--- src/rtl/turf_sched_pkg.sv ---
`default_nettype none
// ----------------------------------------------------------------------------
// turf_sched_pkg : shared types and default constants for the HOLD scheduler
// Rev 1.0
// ----------------------------------------------------------------------------
package turf_sched_pkg;

  localparam int NUM_BUF_DEF    = 4;
  localparam int HOLDOFF_DEF    = 16;
  localparam int EVID_WIDTH_DEF = 20;

  typedef enum logic [1:0] {
    TRIG_RF   = 2'd0,
    TRIG_EXT  = 2'd1,
    TRIG_PPS1 = 2'd2,
    TRIG_PPS2 = 2'd3
  } trig_type_e;

  typedef enum logic [1:0] {
    IDLE     = 2'd0,
    HOLDWAIT = 2'd1,
    CMD      = 2'd2
  } sched_state_e;

endpackage
`default_nettype wire

--- src/rtl/turf_trig_prio_enc.sv ---
`default_nettype none
// ----------------------------------------------------------------------------
// turf_trig_prio_enc : fixed-priority encoder RF > EXT > PPS1 > PPS2
// Rev 1.0
// ----------------------------------------------------------------------------
module turf_trig_prio_enc
  import turf_sched_pkg::*;
(
  input  logic [3:0] trig_i,
  output logic       valid_o,
  output trig_type_e type_o,
  output logic       others_o
);

  always_comb begin
    valid_o = |trig_i;
    type_o  = TRIG_RF;
    if (trig_i[0])      type_o = TRIG_RF;
    else if (trig_i[1]) type_o = TRIG_EXT;
    else if (trig_i[2]) type_o = TRIG_PPS1;
    else if (trig_i[3]) type_o = TRIG_PPS2;
    // more than one bit set means at least one loser was dropped
    others_o = (trig_i & (trig_i - 4'd1)) != 4'd0;
  end

endmodule
`default_nettype wire

--- src/rtl/turf_hold_scheduler.sv ---
`default_nettype none
// ----------------------------------------------------------------------------
// turf_hold_scheduler : trigger arbitration, SURF HOLD buffer allocation and
// command offer. Optional lost-trigger counter: TURF_SCHED_LOST_CNT_EN.
// Rev 1.0
// ----------------------------------------------------------------------------
module turf_hold_scheduler
  import turf_sched_pkg::*;
#(
  parameter int NUM_BUF    = NUM_BUF_DEF,
  parameter int HOLDOFF    = HOLDOFF_DEF,
  parameter int EVID_WIDTH = EVID_WIDTH_DEF
) (
  input  logic                       clk250_i,
  input  logic                       rst_i,
  input  logic                       rf_trig_i,
  input  logic                       ext_trig_i,
  input  logic                       pps1_trig_i,
  input  logic                       pps2_trig_i,
  input  logic                       disable_i,
  input  logic                       clr_evt_i,
  input  logic                       clr_all_i,
  input  logic                       evid_reset_i,
  output logic [NUM_BUF-1:0]         hold_o,
  output logic                       cmd_valid_o,
  input  logic                       cmd_ready_i,
  output logic [$clog2(NUM_BUF)-1:0] cmd_buf_o,
  output logic [1:0]                 cmd_type_o,
  output logic [EVID_WIDTH-1:0]      cmd_evid_o,
  output logic [$clog2(NUM_BUF):0]   occupancy_o,
  output logic                       full_o,
`ifdef TURF_SCHED_LOST_CNT_EN
  output logic [15:0]                lost_cnt_o,
`endif
  output logic                       busy_o
);

  localparam int PW = $clog2(NUM_BUF);
  localparam int CW = $clog2(HOLDOFF + 1);

  sched_state_e          state_q, state_d;
  logic [CW-1:0]         cnt_q, cnt_d;
  logic [PW-1:0]         wr_ptr_q, wr_ptr_d;
  logic [PW-1:0]         rd_ptr_q, rd_ptr_d;
  logic [PW:0]           occ_q, occ_d;
  logic [NUM_BUF-1:0]    hold_q, hold_d;
  logic [EVID_WIDTH-1:0] evid_q, evid_d;
  logic [PW-1:0]         cmd_buf_q, cmd_buf_d;
  trig_type_e            cmd_type_q, cmd_type_d;
  logic [EVID_WIDTH-1:0] cmd_evid_q, cmd_evid_d;

  logic       trig_valid;
  trig_type_e win_type;
  logic       trig_others;
  logic       full;
  logic       accept;
  logic       clr_ok;

  turf_trig_prio_enc u_prio (
    .trig_i   ({pps2_trig_i, pps1_trig_i, ext_trig_i, rf_trig_i}),
    .valid_o  (trig_valid),
    .type_o   (win_type),
    .others_o (trig_others)
  );

  always_comb begin
    full   = (occ_q == (PW+1)'(NUM_BUF));
    accept = (state_q == IDLE) && !disable_i && !full && !clr_all_i && trig_valid;
    // an empty scheduler has nothing to release, even if a buffer is being allocated
    clr_ok = clr_evt_i && (occ_q != '0) && !clr_all_i;

    state_d    = state_q;
    cnt_d      = cnt_q;
    wr_ptr_d   = wr_ptr_q;
    rd_ptr_d   = rd_ptr_q;
    occ_d      = occ_q;
    hold_d     = hold_q;
    cmd_buf_d  = cmd_buf_q;
    cmd_type_d = cmd_type_q;
    cmd_evid_d = cmd_evid_q;
    evid_d     = evid_q;

    if (clr_all_i) begin
      state_d  = IDLE;
      hold_d   = '0;
      wr_ptr_d = '0;
      rd_ptr_d = '0;
      occ_d    = '0;
    end else begin
      unique case (state_q)
        IDLE: begin
          if (accept) begin
            state_d    = HOLDWAIT;
            cnt_d      = CW'(HOLDOFF - 1);
            cmd_buf_d  = wr_ptr_q;
            cmd_type_d = win_type;
            cmd_evid_d = evid_q;
          end
        end
        HOLDWAIT: begin
          if (cnt_q == '0) state_d = CMD;
          else             cnt_d   = cnt_q - 1'b1;
        end
        CMD: begin
          if (cmd_ready_i) state_d = IDLE;
        end
        default: state_d = IDLE;
      endcase

      if (clr_ok) begin
        hold_d[rd_ptr_q] = 1'b0;
        rd_ptr_d         = rd_ptr_q + 1'b1;
      end
      if (accept) begin
        hold_d[wr_ptr_q] = 1'b1;
        wr_ptr_d         = wr_ptr_q + 1'b1;
      end
      occ_d = occ_q + (PW+1)'(accept) - (PW+1)'(clr_ok);
    end

    if (evid_reset_i)  evid_d = '0;
    else if (accept)   evid_d = evid_q + 1'b1;
  end

  always_ff @(posedge clk250_i or posedge rst_i) begin
    if (rst_i) begin
      state_q    <= IDLE;
      cnt_q      <= '0;
      wr_ptr_q   <= '0;
      rd_ptr_q   <= '0;
      occ_q      <= '0;
      hold_q     <= '0;
      evid_q     <= '0;
      cmd_buf_q  <= '0;
      cmd_type_q <= TRIG_RF;
      cmd_evid_q <= '0;
    end else begin
      state_q    <= state_d;
      cnt_q      <= cnt_d;
      wr_ptr_q   <= wr_ptr_d;
      rd_ptr_q   <= rd_ptr_d;
      occ_q      <= occ_d;
      hold_q     <= hold_d;
      evid_q     <= evid_d;
      cmd_buf_q  <= cmd_buf_d;
      cmd_type_q <= cmd_type_d;
      cmd_evid_q <= cmd_evid_d;
    end
  end

`ifdef TURF_SCHED_LOST_CNT_EN
  logic [15:0] lost_q, lost_d;

  always_comb begin
    lost_d = lost_q;
    if (clr_all_i)
      lost_d = '0;
    else if (trig_valid && !disable_i && (!accept || trig_others) && (lost_q != 16'hFFFF))
      lost_d = lost_q + 16'd1;
  end

  always_ff @(posedge clk250_i or posedge rst_i) begin
    if (rst_i) lost_q <= '0;
    else       lost_q <= lost_d;
  end

  assign lost_cnt_o = lost_q;
`else
  logic unused_others;
  assign unused_others = trig_others;
`endif

  assign hold_o      = hold_q;
  assign cmd_valid_o = (state_q == CMD);
  assign cmd_buf_o   = cmd_buf_q;
  assign cmd_type_o  = cmd_type_q;
  assign cmd_evid_o  = cmd_evid_q;
  assign occupancy_o = occ_q;
  assign full_o      = full;
  assign busy_o      = (state_q != IDLE);

endmodule
`default_nettype wire
--- config.mk ---
export PLATFORM = sky130hd
export DESIGN_NAME = turf_hold_scheduler
export DESIGN_NICKNAME = d
export VERILOG_FILES = /design/src/rtl/turf_sched_pkg.sv /design/src/rtl/turf_trig_prio_enc.sv /design/src/rtl/turf_hold_scheduler.sv
export SDC_FILE = /design/constraint.sdc
export NUM_CORES = 1
export LEC_CHECK = 0
export CORE_UTILIZATION = 54
export DETAILED_ROUTE_END_ITERATION = 8
export GPL_ROUTABILITY_DRIVEN = 0
export PLACE_DENSITY = 0.78
export SLEW_MARGIN = 20
export SYNTH_ARGS = -nofsm -noshare
export SYNTH_HDL_FRONTEND = slang
export SYNTH_HIERARCHICAL = 1
export SYNTH_SLANG_ARGS = --single-unit
--- constraint.sdc ---
create_clock -name clk250_i -period 3.9 [get_ports clk250_i]
set_input_delay 0.78 -clock clk250_i [delete_from_list [all_inputs] [get_ports clk250_i]]
set_output_delay 0.78 -clock clk250_i [all_outputs]
set_load 0.01 [all_outputs]
Yosys cells after proc, flatten, opt, wreduce, memory -nomap -nowiden
Index checks and enable logic that the tools add are counted.
- input bits: 11
- word-level logic and storage cells: 82
- register bits: 62
- multiplexer cells: 27
- magnitude comparators: 4
- equal/unequal tests: 8
- add/sub/neg operators: 6
- reductions and logical operators: 23
- bitwise logic cells: 4
- operators with widths (cell ; number):
    $mux 20 ; 2
    $mux 2 ; 12
    $add 20x1->20 const B ; 1
    $mux 4 ; 4
    $mux 5 ; 2
    $pmux 5 s2 ; 1
    $reduce_bool 2->1 ; 5
    $logic_and 1x1->1 ; 8
    $lt 2x3->1 const B ; 2
    $ne 3x3->1 const B ; 2
    $pmux 2 s3 ; 1
    $reduce_and 3->1 ; 2
    $logic_not 5->1 ; 1
    $sub 5x1->5 const B ; 1
    $add 2x1->2 const B ; 2
    $and 4x4->4 ; 1
    $demux 1 s2 ; 2
    $ge 2x1->1 const B ; 2
    $ne 2x2->1 const B ; 2
    $not 4->4 ; 1
    $or 4x4->4 ; 1
    $reduce_and 4->1 ; 1
    $reduce_or 4->1 ; 1
    $add 3x1->3 ; 1
    11 further kinds ; 14

Depth between registers and ports, before layout
Gate-level depths: netlist of the first run.
- depth after elaboration: 11
- gate-level depth with buffers: 14
- mapped depth without buffers: 12

Modules after synthesis
The synthesis of the first run kept the hierarchy.
- modules (own cells, without submodules) (module ; times used ; area each (sq um) ; cells each):
    turf_hold_scheduler ; 1 ; 2979.1 ; 319
    turf_trig_prio_enc ; 1 ; 47.5 ; 10

Worst setup path after synthesis of the first run
No wires, ideal clock.
- kind: input -> register
- from: in rf_trig_i
- to: reg occ_q[2] (netlist: occupancy_o[2])
- arrival: 3.060 ns
- stages on the path: 14
- path buffers: 2
- slack: 0.708 ns
- path through: nor2_1 > nand2_1 > or4b_4 > nor3_2 > inv_2 > clkbuf_1 > clkbuf_1 > ha_1 > inv_1 > ha_1 > inv_1 > fa_1 > xnor2_1 > nor2_1
- longest elaborated chain between the ends: 5
- RTL lines (what ; RTL line ; RTL):
    start, declared ; turf_hold_scheduler.sv:16 ; input logic rf_trig_i,
    $reduce_or 4->1 ; turf_trig_prio_enc.sv:16 ; valid_o = |trig_i;
    via trig_valid ; turf_hold_scheduler.sv:52 ; logic trig_valid;
    $logic_and 1x1->1 ; turf_hold_scheduler.sv:68 ; accept = (state_q == IDLE) && !disable_i && !full && !clr_all_i && trig_valid;
    $add 3x1->3 ; turf_hold_scheduler.sv:118 ; occ_d = occ_q + (PW+1)'(accept) - (PW+1)'(clr_ok);
    $sub 3x1->3 ; turf_hold_scheduler.sv:118 ;
    $mux 3 ; turf_hold_scheduler.sv:83 ; if (clr_all_i) begin
    via occ_d[2] ; turf_hold_scheduler.sv:45 ; logic [PW:0] occ_q, occ_d;
    end signal, assigned ; turf_hold_scheduler.sv:131 ; occ_q <= '0;
    end signal, assigned ; turf_hold_scheduler.sv:142 ; occ_q <= occ_d;
    end, declared ; turf_hold_scheduler.sv:45 ;
The timed path passes the listed nets, and every way through them passes these cells.
A chain may end at the register's enable or synchronous reset.

Worst setup path after layout of the first run
- from: in rf_trig_i
- to: reg evid_q[16]
- longest elaborated chain between the ends: 3
- RTL lines (what ; RTL line ; RTL):
    $reduce_or 4->1 ; turf_trig_prio_enc.sv:16 ;
    via trig_valid ; turf_hold_scheduler.sv:52 ;
    $logic_and 1x1->1 ; turf_hold_scheduler.sv:68 ;
    $reduce_bool 2->1 (no source line) ; -- ;
    end signal, assigned ; turf_hold_scheduler.sv:144 ; evid_q <= evid_d;
    end, declared ; turf_hold_scheduler.sv:47 ; logic [EVID_WIDTH-1:0] evid_q, evid_d;
The timed path passes the listed nets, and every way through them passes these cells.

==> results.md, run 1 <==
* Status: finished, final reports clean
* Seq pwr share at 0.436
* Net Sw Power at 0.452 mW
* Antenna cells at 0
* DR WL met2 at 2960 um
* Post-synthesis area per instance at 9.23 um^2
* Die Width at 76.7 um
* ANT nets after route at 0
* DRT iter0 DRCs at 180
* CTS Root Cell: clkbuf_8
* Core area at 0.00524 mm^2
* VDD IR max at 0.000275 V
* Launching point of the worst reg2reg path: state_q[1]$_DFFE_PP0P_
* Fin crit share at 0.779
* Sink Count at 62
* Proportion of power drawn by the clock network at 0.386
* Pleak at 1.71 nW
* GRT Total Usage at 0.233
* Syn. warnings at 6
* Worst Path Arrival at 3.25 ns
* Netlist Area Pre-Place at 0.00301 mm^2
* Drt wl/cell at 13.5 um
* Via/cell ratio at 5.37
* Metal-1 WL at 2730 um
* Initial Utilization at 0.575
* Clock latency on the worst-skew pair at 0.34 ns
* Crit. End Element: flop
* Clk pin slew, worst setup/hold paths at 0.06 ns
* Least-Margin Pin Slew at 0.830 ns
* Flop2flop setup slack at 1.40 ns
* Filler cells at 401
* Rel. slew slack at 0.445
* Nets at 396
* CP Launch Type: input port
* Final Hold Viols at 0
* Number of port buffers at 44
* Final Skew at 0.00980 ns
* Post-Syn Nets at 351
* Worst Hold Depth at 2
* CTS max path bufs at 2
* DP Wirelength at 3930 um
* First-pass GRT wire length at 10700 um
* Vias in the first global route at 2377
* Setup Viol. Count Final at 0
* DIE HEIGHT at 76.7 um
* Crit Path Category: input port to flop
* Hold buffers post-CTS at 0
* Initial antenna violation count at 0
* Final worst-path setup slack at 0.862 ns
* Dpl ws at 0.515 ns
* FMAX at 0.329 GHz
* HP Start: cmd_evid_o[9]$_DFFE_PP0P_
* Pin count of the biggest net entering global routing at 63
* Finished Core Util at 0.718
* Setup TNS at 0 ns
* Most frequent cells in the layout: 83 x nand2_1, 62 x dfrtp_1, 44 x clkdlybuf4s50_1
* RR Endpoint: evid_q[16]$_DFFE_PP0P_
* Switch share at 0.268
* Crit path max fanout at 10
* Global route overflow at 0
* Vias post-DR at 2396
* Fin crit period at 3.04 ns
* Commonest non-fill, non-tap cell in the layout: nand2_1
* Proportion of layout cells with a drive suffix above 1 at 0.0745
* Int Power at 1.24 mW
* Max Used Layer: met4
* DRC Markers at 0
* Num CTS Buffers at 9
* WHS Endpoint: cmd_evid_o[9]$_DFFE_PP0P_
* Worst r2r path cells at 4
* Area grow syn2layout at 24.9%
* Die area at 0.00588 mm^2
* Max Cap Violations at 0
* Io pins at 45
* Post-CTS setup buffers at 0
* 1st-pass router iterations at 4
* CTS tree: done
* Met3 WL post-DR at 291 um
* FP Rows at 26
* Synthesized instance count at 326
* Pwr dens at 449 mW/mm^2
* Final Slew Violations at 0
* Worst EP required at 4.12 ns
* Gate power share at 0.178
* Routed wire length at 6040 um
* H-tree depth at 3
* Worst hold path class: flop to flop
* RSZ-0062 raised after global routing: false
* Post_cts resized at 0
[power groups by stage]
stage          logic [mW]  clock network, mW  registers [mW]
2_1_floorplan       0.173                  0           0.746
5_1_grt             0.339              0.692           0.743
6_report            0.300              0.652           0.737
3_5_place_dp        0.302                  0           0.746
3_3_place_gp        0.291                  0           0.744
4_1_cts             0.306              0.662           0.737
[stage by stage]
| step | cell area, um^2 | total power, mW | hold slack [ns] | cells |
|---|---|---|---|---|
| 6_report | 3760 | 1.69 | 0.471 | 446 |
| 3_3_place_gp | 3520 | 1.03 | 0.457 | 430 |
| 3_5_place_dp | 3520 | 1.05 | 0.462 | 430 |
| 4_1_cts | 3760 | 1.71 | 0.478 | 446 |
| 5_1_grt | 3760 | 1.77 | 0.493 | 446 |
| 2_1_floorplan | 3010 | 0.919 | 0.453 | 326 |
[critical path: stages]
cell and delay (ns):
clkdlybuf4s50_1 0.50, nor2_1 0.06, nand2_1 0.05, or4b_4 0.50
or4b_1 0.64, nor4_1 0.36, mux2_1 0.36
[worst max-delay path by stage]
stage / from / to / cells past startpoint
2_1_floorplan: pps1_trig_i / occupancy_o[2]$_DFF_PP0_ / 14
3_3_place_gp: rf_trig_i / evid_q[16]$_DFFE_PP0P_ / 7
3_5_place_dp: rf_trig_i / evid_q[16]$_DFFE_PP0P_ / 7
4_1_cts: rf_trig_i / evid_q[16]$_DFFE_PP0P_ / 7
5_1_grt: ext_trig_i / evid_q[16]$_DFFE_PP0P_ / 7
6_report: rf_trig_i / evid_q[16]$_DFFE_PP0P_ / 7
[layer usage]
layer / track usage / up-vias
met5: 0 / -
met4: 0.0750 / 0
li1: - / 1190
met2: 0.392 / 51
met3: 0.0643 / 9
met1: 0.290 / 1146
[registers in the layout, indices dropped and copies added (netlist names), 3 cells and up]
register / count
hold_o: 4
cnt_q: 5
cmd_evid_o: 20
evid_q: 20
occupancy_o: 3
[layout make-up]
| cell class | instances | area, um^2 | area share |
|---|---|---|---|
| inverter | 20 | 75.1 | 0.0200 |
| sequential | 62 | 1550 | 0.413 |
| tap | 70 | 87.6 | 0.0233 |
| clock inverter | 3 | 65.1 | 0.0173 |
| multi-input combinational | 229 | 1330 | 0.355 |
| timing repair buffer | 49 | 478 | 0.127 |
| clock buffer | 13 | 169 | 0.0449 |
Note: power is estimated with default switching activity, not from simulation.
==> run 2, diff against run 1 <==
--- a/config.mk
+++ b/config.mk
@@ -5,10 +5,10 @@
 export SDC_FILE = /design/constraint.sdc
 export NUM_CORES = 1
 export LEC_CHECK = 0
-export CORE_UTILIZATION = 54
+export CORE_UTILIZATION = 49
 export DETAILED_ROUTE_END_ITERATION = 8
 export GPL_ROUTABILITY_DRIVEN = 0
-export PLACE_DENSITY = 0.78
+export PLACE_DENSITY = 0.74
 export SLEW_MARGIN = 20
 export SYNTH_ARGS = -nofsm -noshare
 export SYNTH_HDL_FRONTEND = slang
==> constraint.sdc (replaced) <==
create_clock -name clk250_i -period 2.6 [get_ports clk250_i]
set_input_delay 0.52 -clock clk250_i [delete_from_list [all_inputs] [get_ports clk250_i]]
set_output_delay 0.52 -clock clk250_i [all_outputs]
set_load 0.01 [all_outputs]
==> run 2 against run 1 <==
Effect of this change: die area increased by 9.9%; total power increased by 47%; register-to-register slack got worse by 1.2 ns; clock power increased by 35%; global-route usage decreased by 1.5 points.
==> results.md, run 2 (synthesized netlist as in run 1, its figures left out) <==
* Fin crit period at 2.54 ns
* Routed wire length at 6410 um (+6.1%)
* RSZ-0062 raised after global routing: false
* Final Skew at 0.00855 ns (-0.00124 ns)
* Initial antenna violation count at 0 (unchanged)
* Num CTS Buffers at 9 (unchanged)
* Pin count of the biggest net entering global routing at 63 (unchanged)
* H-tree depth at 3 (unchanged)
* Filler cells at 497 (+24%)
* Hold buffers post-CTS at 0 (unchanged)
* Global route overflow at 0 (unchanged)
* Worst hold path class: flop to flop
* Vias post-DR at 2497 (+4.2%)
* Crit. End Element: flop
* Vias in the first global route at 2351 (-1.1%)
* Most frequent cells in the layout: 83 x nand2_1, 62 x dfrtp_1, 40 x clkdlybuf4s50_1
* Pleak at 1.78 nW (+3.9%)
* Worst Path Arrival at 2.80 ns (-0.45 ns)
* Clk pin slew, worst setup/hold paths at 0.07 ns (about the same)
* Crit Path Category: input port to flop
* Cells after DPL at 443 (+3.0%)
* Clock latency on the worst-skew pair at 0.34 ns (about the same)
* DRC Markers at 0 (unchanged)
* DP Wirelength at 4280 um (+9.0%)
* Setup Viol. Count Final at 0 (unchanged)
* Die area at 0.00646 mm^2 (+9.9%)
* Sink Count at 62 (unchanged)
* ANT nets after route at 0 (unchanged)
* Proportion of layout cells with a drive suffix above 1 at 0.123 (+0.0482)
* Least-Margin Pin Slew at 0.548 ns (-0.281 ns)
* Sequential standard cell area at 0.00155 mm^2 (unchanged)
* Via/cell ratio at 5.45 (+1.5%)
* Number of port buffers at 44 (unchanged)
* Worst EP required at 2.86 ns (-1.26 ns)
* 1st-pass router iterations at 4 (unchanged)
* First-pass GRT wire length at 10700 um (+0.32%)
* DIE HEIGHT at 80.4 um (+4.8%)
* Initial Utilization at 0.508 (-0.0663)
* FMAX at 0.394 GHz
* Pwr dens at 638 mW/mm^2 (+42%)
* GRT Total Usage at 0.219 (-0.0146)
* CP Launch Type: input port
* Nets at 404 (+2.0%)
* Final Hold Viols at 0 (unchanged)
* Fin crit share at 0.976
* Final Slew Violations at 0 (unchanged)
* CTS max path bufs at 2 (unchanged)
* FP Rows at 28 (+7.7%)
* CTS Root Cell: clkbuf_8
* Io pins at 45 (unchanged)
* Rel. slew slack at 0.633 (+0.188)
* DRT iter0 DRCs at 153 (-15%)
* Drt wl/cell at 14.0 um (+3.3%)
* Multi-input logic area at 0.00141 mm^2 (+6.1%)
* VDD IR max at 0.000409 V (+49%)
* Final Non-Filler Cells at 458 (+2.7%)
* Antenna cells at 0 (unchanged)
* Crit path max fanout at 7 (-3)
* Final Power at 2.48 mW (+47%)
* CTS tree: done
* Status: finished, final reports clean
* Max Cap Violations at 0 (unchanged)
* Commonest non-fill, non-tap cell in the layout: nand2_1
* Die Width at 80.4 um (+4.8%)
* Core area at 0.00592 mm^2 (+13%)
* Area grow syn2layout at 29.1%
[run 2: repair_timing]
| action | 4_1_cts | 5_1_grt |
|---|---|---|
| endpoints found under the setup margin | 12 | 0 |
| resized for setup | 9 | 0 |
| hold endpoints to repair | 0 | 0 |
| buffers inserted | 0 | 0 |
[run 2: layer usage]
layer,track usage,share of wire,routed length [um]
met5,0,0,0
met4,0.0929,0.021,136
met3,0.0602,0.035,226
met2,0.341,0.48,3070
met1,0.285,0.46,2980
[run 2: path summary, 6_finish.rpt]
| kind | startpoint | end | slack [ns] | cells past startpoint |
|---|---|---|---|---|
| worst max-delay path | clr_all_i | evid_q[14]$_DFFE_PP0P_ | 0.06 | 5 |
| worst min-delay path | cmd_evid_o[13]$_DFFE_PP0P_ | cmd_evid_o[13]$_DFFE_PP0P_ | 0.47 | 2 |
| worst max register to register | state_q[1]$_DFFE_PP0P_ | evid_q[14]$_DFFE_PP0P_ | 0.20 | 4 |
| worst min register to register | cmd_evid_o[13]$_DFFE_PP0P_ | cmd_evid_o[13]$_DFFE_PP0P_ | 0.47 | 2 |
| max in group asynchronous | rst_i | evid_q[15]$_DFFE_PP0P_ | 1.77 | 3 |
| min in group asynchronous | rst_i | cmd_evid_o[18]$_DFFE_PP0P_ | 0.56 | 3 |
[run 2: worst max-delay path: stages]
cell and delay (ns):
clkdlybuf4s50_1 0.42, or4b_4 0.56, or4b_4 0.63, or4_1 0.52
a21oi_1 0.15
[run 2: where the power goes]
part | internal [mW] | leakage (nW) | total, mW | switching, mW
registers | 1.03 | 0.841 | 1.11 | 0.0800
logic | 0.230 | 0.835 | 0.490 | 0.259
clock network | 0.514 | 0.104 | 0.881 | 0.366
total | 1.78 | 1.78 | 2.48 | 0.706
[run 2: metrics by stage]
| stage | instance area, um^2 | hold WS [ns] | worst slack, ns | utilization | TNS, ns |
|---|---|---|---|---|---|
| global route | 3890 | 0.501 | 0.00481 | 0.657 | 0 |
| finish | 3890 | 0.472 | 0.0627 | 0.657 | 0 |
| detailed placement | 3650 | 0.463 | -0.493 | 0.617 | -7.55 |
| floorplan | 3080 | 0.453 | -0.151 | - | -0.263 |
| global placement | 3650 | 0.457 | -0.437 | 0.617 | -6.13 |
| CTS | 3890 | 0.480 | 0.0684 | 0.657 | 0 |
[run 2: final cells by class]
cell class              instances  area share
clock inverters                 3      0.0109
repair buffers                 57       0.140
flip-flops and latches         62       0.399
multi-input cells             229       0.364
inverters                      20      0.0193
clock buffers                  12      0.0425
well taps                      75      0.0241
==> run 3, diff against run 2 <==
--- a/config.mk
+++ b/config.mk
@@ -5,10 +5,10 @@
 export SDC_FILE = /design/constraint.sdc
 export NUM_CORES = 1
 export LEC_CHECK = 0
-export CORE_UTILIZATION = 49
+export CORE_UTILIZATION = 55
 export DETAILED_ROUTE_END_ITERATION = 8
 export GPL_ROUTABILITY_DRIVEN = 0
-export PLACE_DENSITY = 0.74
+export PLACE_DENSITY = 0.79
 export SLEW_MARGIN = 20
 export SYNTH_ARGS = -nofsm -noshare
 export SYNTH_HDL_FRONTEND = slang
==> constraint.sdc (replaced) <==
create_clock -name clk250_i -period 3.25 [get_ports clk250_i]
set_input_delay 0.65 -clock clk250_i [delete_from_list [all_inputs] [get_ports clk250_i]]
set_output_delay 0.65 -clock clk250_i [all_outputs]
set_load 0.01 [all_outputs]
==> run 3 against run 2 <==
Effect of this change: global-route usage grew 1.7 points; setup slack improved by 0.23 ns; design area fell by 3.8%; highest routed layer unchanged; total power fell by 22%; combinational power fell by 27%; non-clock buffer count down 6; register-to-register slack gained 0.52 ns; hold slack worse by 0.00058 ns; routed wire length down 4.5%; clock skew hardly changed.
==> results.md, run 3 (synthesized netlist as in run 1, its figures left out) <==
* Final Slew Violations at 0 (unchanged)
* Clk pin slew, worst setup/hold paths at 0.07 ns (about the same)
* Post_cts resized at 0 (-9)
* Vias in the first global route at 2318 (-1.4%)
* Status: finished, final reports clean
* Io pins at 45 (unchanged)
* CTS tree: done
* CP endpoint: evid_q[18]$_DFFE_PP0P_
* FP Rows at 26 (-7.1%)
* Drt wl/cell at 13.7 um (-2.4%)
* Area grow syn2layout at 24.3%
* Clock latency on the worst-skew pair at 0.34 ns (about the same)
* CP startpoint: rf_trig_i
* Worst r2r path cells at 4 (unchanged)
* Filler cells at 395 (-21%)
* Met3 WL post-DR at 262 um (+16%)
* Most frequent cells in the layout: 83 x nand2_1, 62 x dfrtp_1, 44 x clkdlybuf4s50_1
* Crit path max fanout at 10 (+3)
* ANT nets after route at 0 (unchanged)
* Cell area after placement at 0.00354 mm^2 (-3.1%)
* Hold buffers post-CTS at 0 (unchanged)
* CTS max path bufs at 2 (unchanged)
* HP Start: cmd_evid_o[9]$_DFFE_PP0P_
* FMAX at 0.339 GHz
* Commonest non-fill, non-tap cell in the layout: nand2_1
* DRT iter0 DRCs at 201 (+31%)
* Worst Path Arrival at 3.18 ns (+0.38 ns)
* 1st-pass router iterations at 4 (unchanged)
* Post-CTS setup buffers at 0 (unchanged)
* Crit. End Element: flop
* H-tree depth at 3 (unchanged)
* VDD IR max at 0.000354 V (-13%)
* DR WL met2 at 2990 um (-2.4%)
* Die area at 0.00577 mm^2 (-11%)
* Nets at 398 (-1.5%)
* Max Used Layer: met4
* Proportion of layout cells with a drive suffix above 1 at 0.0767 (-0.0460)
* Vias post-DR at 2464 (-1.3%)
* Number of port buffers at 44 (unchanged)
* DIE HEIGHT at 76.0 um (-5.5%)
* Sink Count at 62 (unchanged)
* Initial antenna violation count at 0 (unchanged)
* Die Width at 76.0 um (-5.5%)
* Via/cell ratio at 5.50 (+0.88%)
* DP Wirelength at 4160 um (-2.7%)
* Max Cap Violations at 0 (unchanged)
* Worst hold path class: flop to flop
* Setup TNS at 0 ns (unchanged)
* GRT Total Usage at 0.235 (+0.0165)
* Dpl ws at -0.0469 ns (+0.446 ns)
* Worst EP required at 3.48 ns (+0.62 ns)
* Fin crit share at 0.909
* Routed wire length at 6120 um (-4.5%)
* CTS Root Cell: clkbuf_8
* DRC Markers at 0 (unchanged)
* Final Non-Filler Cells at 448 (-2.2%)
* Num CTS Buffers at 9 (unchanged)
* Global route overflow at 0 (unchanged)
* Design Area, Final at 0.00374 mm^2 (-3.8%)
* Fin crit period at 2.95 ns
* Flop2flop setup slack at 0.72 ns (+0.52 ns)
* Pwr dens at 517 mW/mm^2 (-19%)
* Pin count of the biggest net entering global routing at 49 (-22%)
* Cells after DPL at 432 (-2.5%)
* Least-Margin Pin Slew at 0.647 ns (+0.0985 ns)
* Initial Utilization at 0.578 (+0.0699)
* Metal-1 WL at 2720 um (-8.8%)
* Core area at 0.00520 mm^2 (-12%)
* Final Hold Viols at 0 (unchanged)
* RR Endpoint: evid_q[18]$_DFFE_PP0P_
* RSZ-0062 raised after global routing: false
* Final worst-path setup slack at 0.297 ns (+0.234 ns)
* First-pass GRT wire length at 10700 um (-0.32%)
* CP Launch Type: input port
* Antenna cells at 0 (unchanged)
* Final Power at 1.93 mW (-22%)
* Launching point of the worst reg2reg path: state_q[1]$_DFFE_PP0P_
* Pleak at 1.70 nW (-4.3%)
* Crit Path Category: input port to flop
* Final Skew at 0.00879 ns (+0.000243 ns)
* Setup Viol. Count Final at 0 (unchanged)
* Rel. slew slack at 0.568 (-0.0647)
==> run 3: layer usage <==
layer  global-route usage  vias to the layer above
met5                    0                        -
met4                0.115                        0
met3               0.0443                       12
met2                0.379                       68
met1                0.307                     1188
li1                     -                     1196
==> run 3: worst min path at each step <==
stage | endpoint | slack (ns) | depth (start not counted)
finish | cmd_evid_o[9]$_DFFE_PP0P_ | 0.47 | 2
global route | cmd_evid_o[9]$_DFFE_PP0P_ | 0.50 | 2
detailed placement | cmd_evid_o[9]$_DFFE_PP0P_ | 0.46 | 2
floorplan | cmd_evid_o[19]$_DFFE_PP0P_ | 0.45 | 2
global placement | cmd_evid_o[12]$_DFFE_PP0P_ | 0.46 | 2
CTS | cmd_evid_o[9]$_DFFE_PP0P_ | 0.48 | 2
==> run 3: metrics by stage <==
step            util  hold slack [ns]
3_3_place_gp   0.680            0.457
2_1_floorplan      -            0.453
5_1_grt        0.719            0.495
3_5_place_dp   0.680            0.462
6_report       0.719            0.472
4_1_cts        0.719            0.478
==> run 3: critical path, cell delays in order <==
cell and delay, ns:
clkdlybuf4s50_1 0.50, nor2_1 0.06, nand2_1 0.06, or4b_4 0.50
or4b_1 0.65, nor4_1 0.40, mux2_1 0.35
==> run 3: report_power, final <==
group          internal (mW)  leakage [nW]  switching (mW)  total [mW]
Combinational          0.167         0.762           0.193       0.360
Clock                  0.395        0.0996           0.294       0.690
Sequential             0.825         0.841          0.0580       0.883
==> run 3: area by class of cell <==
cell class                      instances  area, um^2  share of cell area
Sequential cell                        62        1550               0.415
Multi-Input combinational cell        229        1330               0.356
Timing Repair Buffer                   51         493               0.132
Clock buffer                           13         159              0.0425
Tap cell                               70        87.6              0.0234
Inverter                               20        75.1              0.0201
Clock inverter                          3        42.5              0.0114
